===== config.mk =====
export PLATFORM = sky130hd
export DESIGN_NAME = alu_sequencer
export DESIGN_NICKNAME = d
export VERILOG_FILES = /design/src/rtl/alu_pkg.sv /design/src/rtl/alu_sequencer_alu.sv /design/src/rtl/alu_sequencer.sv
export SDC_FILE = /design/constraint.sdc
export NUM_CORES = 1
export LEC_CHECK = 0
export ABC_AREA = 0
export CAP_MARGIN = 40
export CORE_MARGIN = 2
export CORE_UTILIZATION = 25
export CTS_CLUSTER_DIAMETER = 60
export DETAILED_ROUTE_END_ITERATION = 7
export GPL_ROUTABILITY_DRIVEN = 0
export GPL_TIMING_DRIVEN = 0
export PLACE_DENSITY = 0.41
export SYNTH_ARGS = -nofsm -noshare
export SYNTH_HDL_FRONTEND = slang
export SYNTH_SLANG_ARGS = --single-unit

===== constraint.sdc =====
create_clock -name CLK -period 4.09 [get_ports CLK]
set_input_delay 0.818 -clock CLK [delete_from_list [all_inputs] [get_ports CLK]]
set_output_delay 0.818 -clock CLK [all_outputs]
set_load 0.01 [all_outputs]

===== src/rtl/alu_pkg.sv =====
// rtl/alu_pkg.sv - ALU submodule select, arithmetic op codes and the result-beat record
package alu_pkg;

  typedef enum logic [1:0] {
    ARITHMETIC = 2'd0,
    LOGIC      = 2'd1,
    LSHIFT     = 2'd2,
    RSHIFT     = 2'd3
  } alu_submodule_e;

  localparam logic [1:0] ADD = 2'b00;
  localparam logic [1:0] SUB = 2'b01;
  localparam logic [1:0] ADC = 2'b10;
  localparam logic [1:0] SBB = 2'b11;

  // Result word is sized for the widest supported datapath; users keep the low bit_width bits.
  localparam int ALU_W_MAX = 64;

  typedef struct packed {
    logic [ALU_W_MAX-1:0] r;
    logic                 last;
    logic                 cf;
    logic                 of;
    logic                 zf;
  } alu_beat_t;

endpackage


===== src/rtl/alu_sequencer_alu.sv =====
// rtl/alu_sequencer_alu.sv - combinational ALU: arithmetic, logic, left and right shift slots
module ALU
  import alu_pkg::*;
#(
  parameter int bit_width = 4
) (
  input  alu_submodule_e       unit_i,
  input  logic [1:0]           op_i,
  input  logic [bit_width-1:0] a_i,
  input  logic [bit_width-1:0] b_i,
  input  logic                 cin_i,
  output logic [bit_width-1:0] r_o,
  output logic                 cf_o,
  output logic                 of_o,
  output logic                 zf_o
);

  localparam int SH_W = $clog2(bit_width);
  localparam int MSB  = bit_width - 1;

  logic [bit_width-1:0] ar_a, ar_b, lg_a, lg_b, sh_a;
  logic [SH_W-1:0]      sh_amt;
  logic [1:0]           ar_op, lg_op, sh_op;
  logic [bit_width:0]   ext_c, sum;
  logic [bit_width-1:0] lg_r, shl_r, shr_r;
  logic                 ar_of;

  // Only the selected slot sees live operands; the others idle at zero.
  always_comb begin
    ar_a = '0; ar_b = '0; ar_op = '0;
    lg_a = '0; lg_b = '0; lg_op = '0;
    sh_a = '0; sh_amt = '0; sh_op = '0;
    case (unit_i)
      ARITHMETIC: begin ar_a = a_i; ar_b = b_i; ar_op = op_i; end
      LOGIC:      begin lg_a = a_i; lg_b = b_i; lg_op = op_i; end
      default:    begin sh_a = a_i; sh_amt = b_i[SH_W-1:0]; sh_op = op_i; end
    endcase
  end

  always_comb begin
    ext_c = {{bit_width{1'b0}}, (ar_op == ADC || ar_op == SBB) & cin_i};
    case (ar_op)
      SUB, SBB: sum = {1'b0, ar_a} - {1'b0, ar_b} - ext_c;
      default:  sum = {1'b0, ar_a} + {1'b0, ar_b} + ext_c;
    endcase
    if (ar_op[0])
      ar_of = (ar_a[MSB] != ar_b[MSB]) && (sum[MSB] != ar_a[MSB]);
    else
      ar_of = (ar_a[MSB] == ar_b[MSB]) && (sum[MSB] != ar_a[MSB]);
  end

  always_comb begin
    case (lg_op)
      2'b00:   lg_r = lg_a & lg_b;
      2'b01:   lg_r = lg_a | lg_b;
      2'b10:   lg_r = lg_a ^ lg_b;
      default: lg_r = ~(lg_a | lg_b);
    endcase
  end

  // op[1] selects a fixed shift of one; op[0] selects rotate (left) or arithmetic (right).
  logic [SH_W-1:0] amt;
  assign amt   = sh_op[1] ? SH_W'(1) : sh_amt;
  assign shl_r = sh_op[0] ? ((sh_a << amt) | (sh_a >> (bit_width - int'(amt)))) : (sh_a << amt);
  assign shr_r = sh_op[0] ? $unsigned($signed(sh_a) >>> amt) : (sh_a >> amt);

  always_comb begin
    case (unit_i)
      ARITHMETIC: r_o = sum[bit_width-1:0];
      LOGIC:      r_o = lg_r;
      LSHIFT:     r_o = shl_r;
      default:    r_o = shr_r;
    endcase
    cf_o = (unit_i == ARITHMETIC) & sum[bit_width];
    of_o = (unit_i == ARITHMETIC) & ar_of;
    zf_o = (r_o == '0);
  end

endmodule


===== src/rtl/alu_sequencer.sv =====
// rtl/alu_sequencer.sv - operand-stream issue/capture around the ALU; ALU_SEQ_CHAIN_EN enables multi-beat frames
module alu_sequencer
  import alu_pkg::*;
#(
  parameter int bit_width = 4,
  parameter int words     = 2
) (
  input  logic                 CLK,
  input  logic                 RST,
  input  logic                 IN_VALID,
  output logic                 IN_READY,
  input  logic [1:0]           IN_UNIT,
  input  logic [1:0]           IN_OP,
  input  logic [bit_width-1:0] IN_A,
  input  logic [bit_width-1:0] IN_B,
  input  logic                 IN_LAST,
  output logic                 OUT_VALID,
  input  logic                 OUT_READY,
  output logic [bit_width-1:0] OUT_R,
  output logic                 OUT_LAST,
  output logic                 OUT_CF,
  output logic                 OUT_OF,
  output logic                 OUT_ZF,
  output logic                 CF_Q
);

  alu_beat_t            beat_q, beat_d;
  logic                 out_valid_q, out_valid_d;
  logic                 cf_q, cf_d;
  logic                 accept, is_arith, beat_last, beat_zf;
  alu_submodule_e       alu_unit;
  logic [1:0]           alu_op;
  logic                 alu_cin, alu_cf, alu_of, alu_zf;
  logic [bit_width-1:0] alu_r;

  assign IN_READY = !RST && (!out_valid_q || OUT_READY);
  assign accept   = IN_VALID && IN_READY;

  ALU #(.bit_width(bit_width)) u_alu (
    .unit_i (alu_unit),
    .op_i   (alu_op),
    .a_i    (IN_A),
    .b_i    (IN_B),
    .cin_i  (alu_cin),
    .r_o    (alu_r),
    .cf_o   (alu_cf),
    .of_o   (alu_of),
    .zf_o   (alu_zf)
  );

`ifdef ALU_SEQ_CHAIN_EN
  localparam int CNT_W = $clog2(words) + 1;
  localparam logic [0:0] ST_FIRST = 1'b0;
  localparam logic [0:0] ST_CONT  = 1'b1;

  logic [0:0]       state_q, state_d;
  logic [CNT_W-1:0] cnt_q, cnt_d;
  logic             chain_cf_q, chain_cf_d, zacc_q, zacc_d, in_first;
  alu_submodule_e   unit_q, unit_d;
  logic [1:0]       op_q, op_d;

  always_comb begin
    in_first = (state_q == ST_FIRST);
    alu_unit = in_first ? alu_submodule_e'(IN_UNIT) : unit_q;
    is_arith = (alu_unit == ARITHMETIC);
    alu_op   = in_first ? IN_OP : op_q;
    // Continuation beats always consume the carry chained from the previous word.
    if (!in_first && is_arith)
      alu_op[1] = 1'b1;
    alu_cin   = in_first ? cf_q : chain_cf_q;
    beat_last = IN_LAST || (cnt_q == CNT_W'(words - 1));
    beat_zf   = beat_last ? (zacc_q & alu_zf) : alu_zf;

    state_d = state_q; cnt_d = cnt_q; chain_cf_d = chain_cf_q; zacc_d = zacc_q;
    unit_d = unit_q; op_d = op_q; cf_d = cf_q;
    if (accept) begin
      chain_cf_d = alu_cf;
      if (in_first) begin
        unit_d = alu_unit;
        op_d   = IN_OP;
      end
      if (beat_last) begin
        state_d = ST_FIRST;
        cnt_d   = '0;
        zacc_d  = 1'b1;
        if (is_arith)
          cf_d = alu_cf;
      end else begin
        state_d = ST_CONT;
        cnt_d   = cnt_q + 1'b1;
        zacc_d  = zacc_q & alu_zf;
      end
    end
  end

  always_ff @(posedge CLK) begin
    if (RST) begin
      state_q <= ST_FIRST; cnt_q <= '0; chain_cf_q <= 1'b0; zacc_q <= 1'b1;
      unit_q <= ARITHMETIC; op_q <= '0;
    end else begin
      state_q <= state_d; cnt_q <= cnt_d; chain_cf_q <= chain_cf_d; zacc_q <= zacc_d;
      unit_q <= unit_d; op_q <= op_d;
    end
  end
`else
  logic unused_cfg;
  assign unused_cfg = IN_LAST ^ (words > 1);

  always_comb begin
    alu_unit  = alu_submodule_e'(IN_UNIT);
    is_arith  = (alu_unit == ARITHMETIC);
    alu_op    = IN_OP;
    alu_cin   = cf_q;
    beat_last = 1'b1;
    beat_zf   = alu_zf;
    cf_d      = (accept && is_arith) ? alu_cf : cf_q;
  end
`endif

  always_comb begin
    out_valid_d = out_valid_q;
    beat_d      = beat_q;
    if (accept) begin
      out_valid_d = 1'b1;
      beat_d.r    = ALU_W_MAX'(alu_r);
      beat_d.last = beat_last;
      beat_d.cf   = alu_cf;
      beat_d.of   = is_arith & alu_of;
      beat_d.zf   = beat_zf;
    end else if (OUT_READY) begin
      out_valid_d = 1'b0;
    end
  end

  always_ff @(posedge CLK) begin
    if (RST) begin
      out_valid_q <= 1'b0;
      beat_q      <= '0;
      cf_q        <= 1'b0;
    end else begin
      out_valid_q <= out_valid_d;
      beat_q      <= beat_d;
      cf_q        <= cf_d;
    end
  end

  logic unused_r_hi;
  assign unused_r_hi = ^beat_q.r;

  assign OUT_VALID = out_valid_q;
  assign OUT_R     = beat_q.r[bit_width-1:0];
  assign OUT_LAST  = beat_q.last;
  assign OUT_CF    = beat_q.cf;
  assign OUT_OF    = beat_q.of;
  assign OUT_ZF    = beat_q.zf;
  assign CF_Q      = cf_q;

endmodule


==> flow_metrics.env <==
export IMPL_max_slew_margin_pct=59.69
export IMPL_die_y_um=80.62
export IMPL_synthTopCellsByCount="inv_1 (21), nand2_1 (21), ha_1 (16), nor2_1 (16)"
export IMPL_synth_area_leaders="dfxtp_1 (14%), ha_1 (14%), mux2i_1 (6.8%), fa_1 (5.5%), inv_1 (5.4%)"
export IMPL_rsz0062_at_grt="false"
export IMPL_final_setup_tns_ns=0
export IMPL_synth_xor_area_share_pct=2.387
export IMPL_cts_tree="built"
export IMPL_reg2reg_slack_ns=1.60
export IMPL_finalCritPeriodShare_pct=95.30
export IMPL_synthCells=200
export IMPL_synth_area_um2=1468
export IMPL_rr_worst_depth=8
export IMPL_crit_path_end_kind="register"
export IMPL_cts_root_buffer="clkbuf_8"
export IMPL_grtUsageTotal_pct=13.27
export IMPL_grt_pass1_wl_um=6851
export IMPL_cts_sinks=10
export IMPL_finalPower_uw=361.4
export IMPL_layout_setup_ws_ns=0.1921
export IMPL_rows=27
export IMPL_slew_violations=0
export IMPL_grt_max_degree=11
export IMPL_synth_simple_area_share_pct=22.51
export IMPL_reg2reg_to="OUT_ZF"
export IMPL_ir_drop_mv=0.1314
export IMPL_nNetsFinal=264
export IMPL_cts_buffer_depth=2
export IMPL_synth_seq_cells=10
export IMPL_path_class="in2reg"
export IMPL_cts_max_level=1
export IMPL_fin_util_pct=32.95
export IMPL_max_cap_violations=0
export IMPL_fmax_mhz=256.5
export IMPL_setup_violations=0
export IMPL_synth_top_family_by_area="compound AO/OA/AOI/OAI gates"
export IMPL_portBuffers=22
export IMPL_startpoint="IN_UNIT[1]"
export IMPL_diodes=0
export IMPL_vias=1456
export IMPL_synth_ff_type="dfxtp_1"
export IMPL_overflow=0
export IMPL_power_leakage_uw=0.0007984
export IMPL_status="complete, no violations"
export IMPL_die_w_um=80.62
export IMPL_post_route_min_period_ns=3.898
export IMPL_power_density_nw_per_um2=196.8
export IMPL_route_met2_wl_um=1884
export IMPL_hold_path_class="reg2reg"
export IMPL_yosysWarnings=0
export IMPL_routedWlPerCell_um=13.84
export IMPL_ctsHoldBuffers=0
export IMPL_finalHoldViolations=0
export IMPL_synth_area_mux_share_pct=6.820
export IMPL_worstPathArrival_ns=4.02
export IMPL_synth_top_area_share_pct=13.64
export IMPL_clock_latency_ns=0.23
export IMPL_worstMarginPinSlew_ns=0.6047
export IMPL_ant_nets=0
export IMPL_io_pins=28
export IMPL_r2r_start="CF_Q"
export IMPL_skew_ns=0.001212
export IMPL_drc_errors=0
export IMPL_post_place_ws_ns=-0.3281
export IMPL_highest_layer="met3"
export IMPL_die_area_um2=6500
export IMPL_drive_gt1_share_pct=10.22
export IMPL_wl_met3_um=132
export IMPL_syn_avg_cell_area_um2=7.338
export IMPL_crit_required_ns=4.21
export IMPL_path_clk_slew_ns=0.05
export IMPL_seq_area_frac_synth_pct=13.64
export IMPL_synthAdderAreaFrac_pct=19.10
export IMPL_synth_fp_nets=237
export IMPL_ys_types=49
export IMPL_worstPathMaxFanout=10
export IMPL_numCtsBuffers=3
export IMPL_drt_pass1_iter_count=4
export IMPL_drtIter0Drc=76
export IMPL_met1Wirelength_um=2091
export IMPL_synthArstFlopShare_pct=0
export IMPL_yosys_area_top_type="dfxtp_1"
export IMPL_areaGrowthSynthToFinish_pct=25.15
export IMPL_core_area_um2=5574
export IMPL_grt_pass1_vias=1430
export IMPL_viasPerCell=4.902
export IMPL_initial_core_util_pct=26.33
export IMPL_synth_edf_count=0
export IMPL_antenna_found_initial=0
export IMPL_synth_compound_area_share_pct=23.87
export IMPL_setup_worst_path_end="OUT_ZF"
export IMPL_wl_um=4109
export IMPL_dpl_hpwl_um=3227
export IMPL_start_kind="primary input"
[cell type report]
cell class / instances / area (um^2)
fillers: 626 / 3737
multi-input cells: 150 / 1112
repair buffers: 22 / 220.2
flip-flops and latches: 10 / 200.2
inverters: 27 / 101.3
well taps: 72 / 90.09
plain buffers: 13 / 71.32
clock buffers: 3 / 41.29
[cell families after synthesis]
| family | Yosys count |
|---|---|
| and+or+nand+nor | 68 |
| adders and majority gates | 20 |
| muxes | 10 |
| buffers and inverters | 40 |
| AOI/OAI and AO/OA | 48 |
| DFF | 10 |
| xor gates and xnor gates | 4 |
[stage by stage]
step / std cells / hold WS, ns / instance area [um^2]
finish: 297 / 0.4535 / 1837
global route: 297 / 0.4874 / 1837
CTS: 297 / 0.4583 / 1821
detailed placement: 294 / 0.4515 / 1778
global placement: 294 / 0.4477 / 1778
floorplan: 200 / 0.4762 / 1468
[how the worst min path moves through the flow]
stage | startpoint | end | cells after the start
after floorplan | OUT_CF | OUT_CF | 2
after global placement | OUT_CF | OUT_CF | 2
after detailed placement | OUT_CF | OUT_CF | 2
after CTS | OUT_CF | OUT_CF | 2
after global routing | OUT_CF | OUT_CF | 2
final | OUT_CF | OUT_CF | 2
[cell usage in the layout (no fill, tap or decap), drive strengths merged, types with 2 or more instances in the layout]
| master | n |
|---|---|
| a211oi | 6 |
| dfxtp | 10 |
| fa | 4 |
| xnor2 | 4 |
| o31a | 3 |
| and2 | 5 |
| buf | 6 |
| nand2b | 2 |
| nand2 | 21 |
| nor3b | 2 |
| nor2 | 18 |
| clkdlybuf4s50 | 22 |
| a31oi | 3 |
| inv | 26 |
| a21oi | 6 |
| ha | 16 |
| nand3b | 3 |
| clkbuf | 10 |
| a2111oi | 2 |
| nor2b | 3 |
| nand3 | 2 |
| mux2i | 10 |
| nor3 | 9 |
| o21ai | 13 |
[critical path, stage by stage]
cell             delay (ns)
clkdlybuf4s50_1        0.58
buf_2                  0.29
clkbuf_2               0.30
nor3_4                 0.08
fa_1                   0.49
fa_1                   0.50
a2111oi_2              0.44
a2111oi_2              0.09
o21bai_2               0.22
a41o_1                 0.21
[where the power goes]
part / internal, uW / switching (uW) / total [uW]
Sequential: 104 / 3.34 / 108
Clock: 64.3 / 36.5 / 101
Combinational: 68.7 / 84.4 / 153
[routing by layer]
metal  vias up  track usage, %
li1        747               -
met1       682           18.85
met2        27           22.42
met3         0           1.798
met4         0          0.5085
met5         -               0
[state kept, by name (all words and copies together), names as in the netlist]
name,count
OUT_R,4
CF_Q,1
OUT_CF,1
OUT_LAST,1
OUT_OF,1
OUT_VALID,1
OUT_ZF,1
[timing repair]
| action | 4_1_cts | 5_1_grt |
|---|---|---|
| resized for setup | 1 | 3 |
| setup endpoints to repair | 1 | 2 |
| setup buffers | 0 | 0 |
Note: power is estimated with default switching activity, not from simulation.
==> edit 1 (same settings) <==
`bit_width` is set to 4 in 2 places; all go to 8.
--- a/src/rtl/alu_sequencer_alu.sv
+++ b/src/rtl/alu_sequencer_alu.sv
@@ -4,3 +4,3 @@
 #(
-  parameter int bit_width = 4
+  parameter int bit_width = 8
 ) (
--- a/src/rtl/alu_sequencer.sv
+++ b/src/rtl/alu_sequencer.sv
@@ -4,3 +4,3 @@
 #(
-  parameter int bit_width = 4,
+  parameter int bit_width = 8,
   parameter int words     = 2
Interface: changed (resized IN_A, IN_B and OUT_R); port bits go from 28 to 40. No check against the original RTL was run, so the function may have changed too.
==> edit 1 against the original RTL <==
  * Setup slack better by 29 ps
  * Via count up 140%
  * Synthesized cell count up 130%
  * Sequential cell count increased by 4
  * First-iteration DRC count rose to 3.0 times the old value
  * Critical path depth up 8
  * Final area grew 120%
  * Register-to-register slack got worse by 360 ps
  * Global-route usage rose by 4.0 points
  * Power rose by 110%
  * Die area grew 110%
  * Wire length rose to 2.9 times the old value
  * Synthesized area rose by 120%
  * Sequential share of layout area down 4.0 points
  * Largest power group unchanged
==> edit 1: results <==
group,metric,value,unit
synth,ys_top_cells_by_count,"nand2_1, inv_1, ha_1",
placed_design,post-dp-hpwl,8990,um
global_routing,grt_max_degree,20,
power,vdd_ir_drop_max,0.125,mV
global_routing,grt_util_all_layers,0.173,
synth,synth.distinct_cells,66,
placed_design,port_buffers,35,
final_layout,largest_register_ffs,8,
synth,synth_fp_nets,525,
global_routing,grt_pass1_wl,18600,um
detailed_routing,wl,11800,um
final_layout,nets,570,
clock_network,cts-root-buf,"clkbuf_16",
critical_path,crit_family,"compound AO/OA/AOI/OAI gates",
critical_path,critPathArrivalTime,4030,ps
status,outcome,"finished, final reports clean",
synth,ys_seq_area_frac,0.0874,
detailed_routing,drt_iter0_drc,230,
power,internal_power,475,uW
detailed_routing,post_drt_via_cell_ratio,5.24,
synth,syn_inst,460,
critical_path,cp_slowest_stage_delay,390,ps
power,p_leak,0.00180,uW
sta,fin_skew,3.60,ps
synth,synth_area_leaders,"ha_1, dfxtp_1, nand2_1",
global_routing,grt_pass1_vias,3443,
placed_design,dpl_cell_area,3770,um2
critical_path,critPathMaxFanout,19,
sta,worst_slew_pin_slew,695,ps
==> edit 1: cell families after synthesis <==
family | synth area share
simple gates | 0.285
xor+xnor | 0.0386
fa+ha+maj | 0.165
flops | 0.0874
mux | 0.0686
compound gates | 0.260
buf+inv | 0.0952
==> edit 1: area by class of cell <==
type / count / area (um2)
Inverter: 45 / 169
Fill cell: 1391 / 8480
Multi-Input combinational cell: 371 / 2750
Buffer: 27 / 173
Timing Repair Buffer: 43 / 405
Tap cell: 172 / 215
Clock buffer: 4 / 88.8
Sequential cell: 14 / 280
==> edit 1: worst paths after layout <==
path | end | slack (ps) | cells after the start | from
worst max-delay path | OUT_ZF | 220 | 18 | IN_UNIT[1]
worst min-delay path | OUT_OF | 460 | 2 | OUT_OF
worst max register to register | OUT_ZF | 1240 | 13 | CF_Q
worst min register to register | OUT_OF | 460 | 2 | OUT_OF
==> edit 1: power by group through the flow <==
| stage | combinational, uW | sequential, uW | clock [uW] |
|---|---|---|---|
| 2_1_floorplan | 245 | 158 | 0 |
| 3_3_place_gp | 379 | 154 | 0 |
| 3_5_place_dp | 379 | 154 | 0 |
| 4_1_cts | 408 | 151 | 208 |
| 5_1_grt | 457 | 152 | 216 |
| 6_report | 417 | 151 | 204 |
==> edit 1: timing repair <==
| item | CTS | global route |
|---|---|---|
| setup buffers | 4 | 4 |
| pin swaps | 7 | 7 |
| endpoints found under the setup margin | 12 | 5 |
| resized for setup | 43 | 16 |
| endpoints found under the hold margin | 0 | 0 |
==> edit 1: layer usage <==
| metal | track usage | share of wire | up-vias |
|---|---|---|---|
| li1 | - | - | 1725 |
| met5 | 0 | 0 | - |
| met4 | 0.0322 | 0.011 | 0 |
| met2 | 0.290 | 0.46 | 128 |
| met1 | 0.245 | 0.47 | 1676 |
| met3 | 0.0134 | 0.059 | 14 |
==> edit 1: worst reg2reg max path, delay by kind of cell (launching register included) <==
family          cells  cell delay, ps
compound gates      4             970
simple gates        4             500
fa+ha+maj           2             600
xor+xnor            1             150
buf+inv             2             210
flops               1             330
==> edit 1: stage by stage <==
step | worst slack [ps] | utilization | setup TNS, ps | total power [uW] | hold slack (ps)
floorplan | 66.5 | - | 0 | 403 | 481
global placement | -1830 | 0.300 | -15840 | 533 | 456
detailed placement | -1840 | 0.300 | -16100 | 533 | 463
CTS | 15.2 | 0.322 | 0 | 768 | 470
global route | 33.6 | 0.325 | 0 | 825 | 492
finish | 221 | 0.325 | 0 | 773 | 461
==> edit 2 (same flow settings) <==
Without the edit above. Add a define of `ALU_SEQ_CHAIN_EN`.
--- a/src/rtl/alu_sequencer.sv
+++ b/src/rtl/alu_sequencer.sv
@@ -1,2 +1,4 @@
 // rtl/alu_sequencer.sv - operand-stream issue/capture around the ALU; ALU_SEQ_CHAIN_EN enables multi-beat frames
+`define ALU_SEQ_CHAIN_EN
+
 module alu_sequencer
Formal check against the unedited RTL: not equivalent (Yosys sat finds a counterexample within 4 cycles, from zero or initial values and one cycle with RST high).
==> edit 2 against the original RTL <==
  * Sequential cell count up 8
  * Clock power rose by 48%
  * Power rose by 58%
  * Critical endpoint is now zacc_q
  * Wire length rose by 46%
  * Sequential power increased by 80%
  * Synthesized area rose by 37%
  * Final area is 32% higher
  * Setup slack worse by 20 ps
  * Largest power group unchanged
==> edit 2: results <==
group,metric,value,unit
synth,ys_top_cells_by_count,"nand2_1, nor2_1, inv_1",
global_routing,use_met1,0.194,
detailed_routing,post_drt_wl_per_cell,15.1,um
detailed_routing,drt_iter0_drc,81,
power,p_leak,0.000995,uW
critical_path,cp_slowest_stage_delay,420,ps
placed_design,post-dp-hpwl,4570,um
detailed_routing,drt-pass1-iter-count,4,
placed_design,dp_cells,393,
global_routing,use_met2,0.233,
sta,worst_slew_pin_slew,656,ps
synth,synth-async-reset-ratio,0,
global_routing,grt_pass1_wl,9920,um
clock_network,clock_latency,260,ps
global_routing,grt_util_all_layers,0.141,
synth,synth_area_leaders,"dfxtp_1, ha_1, nand2_1",
status,outcome,"finished, final reports clean",
final_layout,fill_cells,876,
clock_network,clk_pin_slew_worst_paths,70,ps
sta,finalSetupViolations,0,
final_layout,drive_above_1_share,0.0983,
synth,synth_fp_nets,309,
placed_design,port_buffers,20,
worst_hold_path,hold_end,"zacc_q",
critical_path,slowest_stage,"or3_1",
sta,fin_skew,2.32,ps
worst_hold_path,hold_start,"zacc_q",
power,vdd_ir_drop_max,0.173,mV
clock_network,clockBufferDepth,2,
critical_path,critPathArrivalTime,4100,ps
clock_network,cts-root-buf,"clkbuf_8",
critical_path,r2r_cells,15,
final_layout,nets,334,
power,internal_power,368,uW
clock_network,cts-resized-gates,3,
synth,ys_seq_area_frac,0.179,
worst_hold_path,hold_path_depth,2,
clock_network,cts_setup_buffers,0,
clock_network,cts_buffers,3,
synth,ys_warn_count,0,
detailed_routing,wl,5990,um
critical_path,critPathMaxFanout,8,
critical_path,timing.rr.start,"state_q",
critical_path,r2r_end,"zacc_q",
detailed_routing,vias,1981,
final_layout,num_antenna_cells,0,
global_routing,met3_usage,0.0128,
worst_hold_path,hp-class,"flip-flop to flip-flop",
critical_path,ff2ff_setup_slack,420,ps
synth,synth.distinct_cells,54,
synth,syn_inst,271,
==> edit 2: cell types whose count changed in the layout (fill, tap and decap cells not counted), sizes merged, moves of 4 or more <==
| cell | unedited run | this run |
|---|---|---|
| a21oi | 6 | 18 |
| clkdlybuf4s50 | 22 | 18 |
| dfxtp | 10 | 18 |
| mux2 | 0 | 4 |
| mux2i | 10 | 6 |
| nand2 | 21 | 38 |
| nand3 | 2 | 6 |
| nand3b | 3 | 7 |
| nor2 | 18 | 29 |
| nor3 | 9 | 4 |
| o21ai | 13 | 23 |
| o32ai | 0 | 4 |
==> edit 2: metrics by stage <==
step / instance area [um2] / setup slack [ps] / hold WS (ps) / utilization / power [uW]
6_report: 2420 / 172 / 451 / 0.311 / 571
5_1_grt: 2420 / 1.51 / 487 / 0.311 / 610
4_1_cts: 2410 / 24.3 / 452 / 0.310 / 576
3_5_place_dp: 2340 / -464 / 441 / 0.301 / 423
3_3_place_gp: 2340 / -428 / 434 / 0.301 / 423
2_1_floorplan: 2010 / 503 / 420 / - / 350
==> edit 2: final cells by class <==
class	count	area [um2]	area share
plain buffers	17	109	0.0450
inverters	24	90.1	0.0372
repair buffers	20	201	0.0833
flip-flops and latches	18	360	0.149
multi-input cells	212	1480	0.610
clock buffers	4	55.1	0.0228
well taps	102	128	0.0528
==> edit 2: worst max-delay path by stage <==
stage	from	endpoint	slack, ps	cells after the start
after floorplan	IN_UNIT[1]	zacc_q	500	14
after global placement	IN_UNIT[0]	zacc_q	-430	11
after detailed placement	IN_UNIT[0]	zacc_q	-460	11
after CTS	IN_OP[1]	zacc_q	20	15
after global routing	IN_UNIT[0]	zacc_q	2	14
final	IN_UNIT[0]	zacc_q	170	14
==> edit 2: power by group through the flow <==
stage	combinational [uW]	clock, uW	sequential, uW
3_3_place_gp	225	0	198
5_1_grt	253	161	196
6_report	228	149	194
4_1_cts	229	153	194
3_5_place_dp	225	0	198
2_1_floorplan	150	0	200
==> edit 2: layer usage <==
metal | wire length [um] | vias up
met4 | 70 | 0
met3 | 189 | 6
met1 | 3000 | 941
met5 | 0 | -
met2 | 2720 | 36
li1 | - | 998
==> edit 2: cells by family (layout without fill, tap and decap cells) <==
logic type	count (synthesis)	count (layout)	share of synthesized area
AND/OR/NAND/NOR	101	101	0.238
AO/OA/AOI/OAI	74	74	0.256
buffers and inverters	41	65	0.0976
adder cells (fa/ha/maj)	21	21	0.145
flip-flops	18	18	0.179
multiplexers	10	10	0.0578
XOR/XNOR	6	6	0.0261
==> edit 2: worst max-delay path, delay by kind of cell <==
kind,cells,cell delay (ps)
muxes,1,200
xor gates and xnor gates,1,120
buffers and inverters,3,470
AOI/OAI and AO/OA,4,1310
and+or+nand+nor,3,710
adders and majority gates,2,470
